## src/rtl/uart_pkg.sv

```systemverilog
// Shared UART definitions used by the receiver, transmitter and BaudGenerator users.
// Optional build macro: UART_RX_PARITY_EN adds the PARITY state to the receiver FSM.
package uart_pkg;

  localparam int unsigned UART_OVERSAMPLE = 16;
  localparam int unsigned UART_DATA_BITS  = 8;

  typedef enum logic [2:0] {
    ST_IDLE   = 3'd0,
    ST_START  = 3'd1,
    ST_DATA   = 3'd2,
`ifdef UART_RX_PARITY_EN
    ST_PARITY = 3'd3,
`endif
    ST_STOP   = 3'd4
  } uart_rx_state_t;

endpackage

```

## src/rtl/uart_rx_if.sv

```systemverilog
// Byte-level result bus of the UART receiver: recovered data plus status strobes.
interface uart_rx_if
  import uart_pkg::*;
#(
  parameter int unsigned DATA_BITS = UART_DATA_BITS
);

  logic [DATA_BITS-1:0] data;
  logic                 valid;
  logic                 frame_err;
  logic                 parity_err;
  logic                 busy;

  modport master (output data, valid, frame_err, parity_err, busy);
  modport slave  (input  data, valid, frame_err, parity_err, busy);

endinterface

```

## src/rtl/uart_sync2.sv

```systemverilog
// Two-flop synchronizer for an asynchronous single-bit input, with selectable reset value.
module uart_sync2 #(
  parameter logic RST_VAL = 1'b0
) (
  input  logic clk,
  input  logic rst,
  input  logic d,
  output logic q
);

  logic meta;

  // Shift the async input through two flops to settle metastability.
  always_ff @(posedge clk) begin
    if (rst) begin
      meta <= RST_VAL;
      q    <= RST_VAL;
    end else begin
      meta <= d;
      q    <= meta;
    end
  end

endmodule

```

## src/rtl/uart_rx.sv

```systemverilog
// UART receiver: 16x-oversampled, LSB-first frame recovery with one-cycle result strobes.
// Optional build macro: UART_RX_PARITY_EN inserts a parity bit check before the stop bit.
module uart_rx
  import uart_pkg::*;
#(
  parameter int unsigned DATA_BITS  = UART_DATA_BITS,
  parameter int unsigned OVERSAMPLE = UART_OVERSAMPLE,
  parameter int unsigned PARITY_ODD = 0
) (
  input  logic      clk,
  input  logic      rst,
  input  logic      baud_tick,
  input  logic      rx,
  uart_rx_if.master bus
);

  localparam int unsigned TW = $clog2(OVERSAMPLE);
  localparam int unsigned BW = $clog2(DATA_BITS + 1);
  localparam logic [TW-1:0] T_MID  = TW'(OVERSAMPLE / 2 - 1);
  localparam logic [TW-1:0] T_END  = TW'(OVERSAMPLE - 1);
  localparam logic [BW-1:0] B_LAST = BW'(DATA_BITS - 1);

  // Reject parameter sets the datapath is not built for.
  if (DATA_BITS < 5 || DATA_BITS > 8 || OVERSAMPLE < 8 ||
      (OVERSAMPLE & (OVERSAMPLE - 1)) != 0 || PARITY_ODD > 1) begin : g_bad_cfg
    $error("uart_rx: unsupported parameter set");
  end

  uart_rx_state_t       state;
  logic                 rx_s;
  logic                 rx_d;
  logic [TW-1:0]        tcnt;
  logic [BW-1:0]        bcnt;
  logic [DATA_BITS-1:0] shreg;
  logic [DATA_BITS-1:0] data_q;
  logic                 valid_q;
  logic                 frame_err_q;
  logic                 busy_q;
`ifdef UART_RX_PARITY_EN
  logic                 par_bad;
  logic                 parity_err_q;
`endif

  uart_sync2 #(.RST_VAL(1'b1)) u_sync (
    .clk (clk),
    .rst (rst),
    .d   (rx),
    .q   (rx_s)
  );

  // Delayed copy of the synchronized line for falling-edge detection.
  always_ff @(posedge clk) begin
    if (rst) rx_d <= 1'b1;
    else     rx_d <= rx_s;
  end

  // Frame FSM: tick counting, bit sampling and registered result strobes.
  always_ff @(posedge clk) begin
    if (rst) begin
      state       <= ST_IDLE;
      tcnt        <= '0;
      bcnt        <= '0;
      shreg       <= '0;
      data_q      <= '0;
      valid_q     <= 1'b0;
      frame_err_q <= 1'b0;
      busy_q      <= 1'b0;
`ifdef UART_RX_PARITY_EN
      par_bad      <= 1'b0;
      parity_err_q <= 1'b0;
`endif
    end else begin
      valid_q     <= 1'b0;
      frame_err_q <= 1'b0;
`ifdef UART_RX_PARITY_EN
      parity_err_q <= 1'b0;
`endif
      // Free-running tick count while a frame is in flight; clears below override it.
      if (state != ST_IDLE && baud_tick) tcnt <= tcnt + TW'(1);

      unique case (state)
        ST_IDLE: begin
          // Only a fresh high-to-low transition starts a frame, never a held-low line.
          if (rx_d && !rx_s) begin
            tcnt   <= '0;
            busy_q <= 1'b1;
            state  <= ST_START;
`ifdef UART_RX_PARITY_EN
            par_bad <= 1'b0;
`endif
          end
        end
        ST_START: begin
          if (baud_tick && tcnt == T_MID) begin
            if (!rx_s) begin
              tcnt  <= '0;
              bcnt  <= '0;
              state <= ST_DATA;
            end else begin
              busy_q <= 1'b0;
              state  <= ST_IDLE;
            end
          end
        end
        ST_DATA: begin
          if (baud_tick && tcnt == T_END) begin
            shreg <= {rx_s, shreg[DATA_BITS-1:1]};
            bcnt  <= bcnt + BW'(1);
            if (bcnt == B_LAST) begin
`ifdef UART_RX_PARITY_EN
              state <= ST_PARITY;
`else
              state <= ST_STOP;
`endif
            end
          end
        end
`ifdef UART_RX_PARITY_EN
        ST_PARITY: begin
          if (baud_tick && tcnt == T_END) begin
            par_bad <= rx_s != ((^shreg) ^ 1'(PARITY_ODD));
            state   <= ST_STOP;
          end
        end
`endif
        ST_STOP: begin
          // Leave mid stop bit so a back-to-back start edge is still caught.
          if (baud_tick && tcnt == T_END) begin
            if (rx_s) begin
              data_q  <= shreg;
              valid_q <= 1'b1;
`ifdef UART_RX_PARITY_EN
              parity_err_q <= par_bad;
`endif
            end else begin
              frame_err_q <= 1'b1;
            end
            busy_q <= 1'b0;
            state  <= ST_IDLE;
          end
        end
        default: state <= ST_IDLE;
      endcase
    end
  end

  assign bus.data      = data_q;
  assign bus.valid     = valid_q;
  assign bus.frame_err = frame_err_q;
  assign bus.busy      = busy_q;
`ifdef UART_RX_PARITY_EN
  assign bus.parity_err = parity_err_q;
`else
  assign bus.parity_err = 1'b0;
`endif

endmodule
```

## src/flat_wrapper.sv

```systemverilog
// flat-port wrapper written by rule: the top's interface ports become plain ports
module uart_rx_flat import uart_pkg::*;
#(
  parameter int unsigned DATA_BITS  = UART_DATA_BITS,
  parameter int unsigned OVERSAMPLE = UART_OVERSAMPLE,
  parameter int unsigned PARITY_ODD = 0
)
  (clk, rst, baud_tick, rx, bus_data, bus_valid, bus_frame_err, bus_parity_err, bus_busy);
  uart_rx_if #(.DATA_BITS(DATA_BITS)) bus_i ();
  input  logic clk;
  input  logic rst;
  input  logic baud_tick;
  input  logic rx;
  output wire logic [$bits(bus_i.data)-1:0] bus_data;
  output wire logic [$bits(bus_i.valid)-1:0] bus_valid;
  output wire logic [$bits(bus_i.frame_err)-1:0] bus_frame_err;
  output wire logic [$bits(bus_i.parity_err)-1:0] bus_parity_err;
  output wire logic [$bits(bus_i.busy)-1:0] bus_busy;
  assign bus_data = bus_i.data;
  assign bus_valid = bus_i.valid;
  assign bus_frame_err = bus_i.frame_err;
  assign bus_parity_err = bus_i.parity_err;
  assign bus_busy = bus_i.busy;
  uart_rx #(.DATA_BITS(DATA_BITS), .OVERSAMPLE(OVERSAMPLE), .PARITY_ODD(PARITY_ODD)) u_core (.clk(clk), .rst(rst), .baud_tick(baud_tick), .rx(rx), .bus(bus_i));
endmodule
```

## config.mk

```make
export PLATFORM = sky130hd
export DESIGN_NAME = uart_rx_flat
export DESIGN_NICKNAME = d
export VERILOG_FILES = /design/src/rtl/uart_pkg.sv /design/src/rtl/uart_rx_if.sv /design/src/rtl/uart_sync2.sv /design/src/rtl/uart_rx.sv /design/src/flat_wrapper.sv
export SDC_FILE = /design/constraint.sdc
export NUM_CORES = 1
export LEC_CHECK = 0
export BUFFER_PORTS_ARGS = -buffer_cell sky130_fd_sc_hd__buf_2
export CELL_PAD_IN_SITES_DETAIL_PLACEMENT = 0
export CELL_PAD_IN_SITES_GLOBAL_PLACEMENT = 1
export CORE_UTILIZATION = 46
export CTS_BUF_LIST = sky130_fd_sc_hd__clkbuf_2
export CTS_CLUSTER_DIAMETER = 120
export CTS_CLUSTER_SIZE = 12
export DETAILED_ROUTE_END_ITERATION = 8
export HOLD_SLACK_MARGIN = 0.06
export MAX_ROUTING_LAYER = met4
export PLACE_DENSITY = 0.81
export SLEW_MARGIN = 25
export SYNTH_ARGS = -nofsm -noshare
export SYNTH_HDL_FRONTEND = slang
export SYNTH_SLANG_ARGS = --single-unit
```

## constraint.sdc

```tcl
create_clock -name clk -period 2.14 [get_ports clk]
set_clock_uncertainty 0.2 [all_clocks]
set_input_delay 0.428 -clock clk [delete_from_list [all_inputs] [get_ports clk]]
set_output_delay 0.428 -clock clk [all_outputs]
set_load 0.01 [all_outputs]
```

==> results.yml <==
floorplanning:
  die_w_um: 58.1
  ios: 16
  std_cell_rows: 19
  die_h_um: 58.1
  coreArea_mm2: 0.00288
  start_util_pct: 50.3
  dieArea_mm2: 0.00337
sta:
  finalSetupViolCount: 0
  fin_crit_ps: 1870
  finalSetupTns_ps: 0
  fin_crit_sh_pct: 87.5
  rsz0062_at_grt: "false"
  fmax_ghz: 0.534
  slew_viol_final: 0
  hold_slack_ps: 183
  finalHoldViolCount: 0
synth:
  synth_edf_count: 0
  synth_commonest_cells: "dfxtp_1 (33), nor2_1 (21), a21oi_1 (12), nand3_1 (12), nand2_1 (10)"
  netlist_instances: 155
  netlist_area_mm2: 0.00145
  synth_nets: 161
  ys.flop_type: "dfxtp_1"
  syn_area_per_cell_um2: 9.33
  yosysWarnings: 0
  async_reset_ff_share_pct: 0
  ys_seq_area_share_pct: 45.7
  synth_top_area_cell: "dfxtp_1"
  synth_most_common_cell: "dfxtp_1"
  synth_cell_types: 43
  ys_seq_elements: 33
  synth.area.top_cells: "dfxtp_1 (46%), mux2i_1 (6.2%), nor2_1 (5.4%)"
  synth_top_area_share_pct: 45.7
min_path:
  min_from: "baud_tick"
  hp-class: "input port to flop"
place:
  hpwl_mm: 1.85
  dp.cells: 202
  gp_congestion: 0.857
  portBuffers: 14
power:
  power_mw: 1.07
  powerDensity_mw_per_mm2: 682
  p_leak_nw: 0.686
  peakVddDrop_mv: 0.475
grt:
  grt_first_pass_wirelength_mm: 4.54
  antenna_found_initial: 0
  grt_usage_pct: 18.4
  grt_start_max_net_pins: 27
  grt_pass1_vias: 1062
  grt.overflow.total: 0
worst_setup_path:
  ff2ff_setup_slack_ps: 270
  cp_max_fo: 17
  critPathLaunchType: "flop"
  startpoint: "u_core.tcnt[0]"
  critPathCaptureType: "flop"
  cp_data_required_time_ps: 2250
  path_class: "flop to flop"
  cp.arrival_ps: 1980
  rr_startpoint: "u_core.tcnt[0]"
run_status:
  status: "complete, no violations"
cts:
  numCtsBuffers: 5
  cts_sinks: 33
  clk_pin_slew_worst_paths_ps: 180
  ctsHtreeMaxLevel: 2
  cts_root_buf: "clkbuf_2"
  cts_setup_buffers: 0
  clk_latency_ps: 380
  clockBufferDepth: 2
  cts_tree: "done"
detailed_routing:
  wirelength_mm: 2.71
  viasPerCell: 5.19
  drtAntennaViolNets: 0
  num_vias: 1096
  drt-initial-drc-count: 33
  drc_errors: 0
  dr.pass1.iters: 4
  wl_per_cell_um: 12.8
finish:
  fillers: 277
  final_nets: 174
  post-route-util_pct: 54.7
  diodes: 0
  finalNonFillerCells: 211
  layout-drive-gt1-share_pct: 20.1
  syn_to_final_growth_pct: 8.82
run:
  cap_viol_max_count: 0
## final cells by class
cell class	instances	area (um^2)	area share [%]
inverters	6	22.5	1.43
clock inverters	2	33.8	2.15
multi-input cells	104	672	42.7
clock buffers	6	30.0	1.91
well taps	42	52.6	3.34
repair buffers	18	103	6.52
flip-flops and latches	33	661	42.0
## cells by family after synthesis
logic type	after synthesis	synth area share, %
multiplexers	9	6.23
other	1	0.259
AND/OR/NAND/NOR	62	22.2
AO/OA/AOI/OAI	25	13.0
adder cells (fa/ha/maj)	2	1.73
flip-flops	33	45.7
buffers and inverters	18	7.87
XOR/XNOR	5	3.03
## metal layers
layer	global-route usage, %	part of all wire, %
met1	21.0	48
met2	30.0	47
met3	4.69	2.9
met4	9.18	2.1
met5	-	0
## repair_timing
item | in CTS | in global routing
hold buffers | 1 | 0
gates resized for setup | 0 | 0
hold endpoints to repair | 1 | 0
## report_power, final
| part | internal, mW | switching (mW) | total, mW |
|---|---|---|---|
| registers | 0.620 | 0.00819 | 0.628 |
| clock network | 0.200 | 0.208 | 0.407 |
| logic | 0.0147 | 0.0228 | 0.0376 |
## critical path: stages (launching register included)
cell and delay [ps]:
dfxtp_1 420, ha_1 210, and4_1 230, buf_4 220
nand4b_1 150, o31a_1 270, nor3_2 90
## registers in the layout (all words and copies together) (netlist names)
| name | count |
|---|---|
| u_core.tcnt | 4 |
| u_core.bus.data | 8 |
| u_core.rx_d | 1 |
| u_core.bus.valid | 1 |
| u_core.shreg | 8 |
| u_core.bus.busy | 1 |
| u_core.bcnt | 4 |
| u_core.state | 3 |
| u_core.bus.frame_err | 1 |
| u_core.u_sync.q | 1 |
| u_core.u_sync.meta | 1 |
## stage by stage
step / instance area, um^2 / worst slack (ps)
6_report: 1570 / 268
5_1_grt: 1570 / 121
4_1_cts: 1570 / 252
3_5_place_dp: 1500 / 326
3_3_place_gp: 1500 / 405
2_1_floorplan: 1450 / 511
## worst paths after layout
kind	end	cells after the start
setup reg to reg	u_core.state[2]	6
setup / recovery	u_core.state[2]	6
hold reg to reg	u_core.u_sync.q	1
hold / removal	u_core.tcnt[0]	4
## layout by cell type, fill, tap and decap left out, types with 3 or more instances in the layout
cell type,count
nor2_1,21
buf_2,14
a21oi_1,12
mux2i_1,9
buf_4,3
inv_1,5
nor3_1,3
nand3_1,12
clkbuf_2,6
nand2_1,10
xor2_1,4
dfxtp_1,33
No activity file was read; power rests on OpenSTA's default activity.
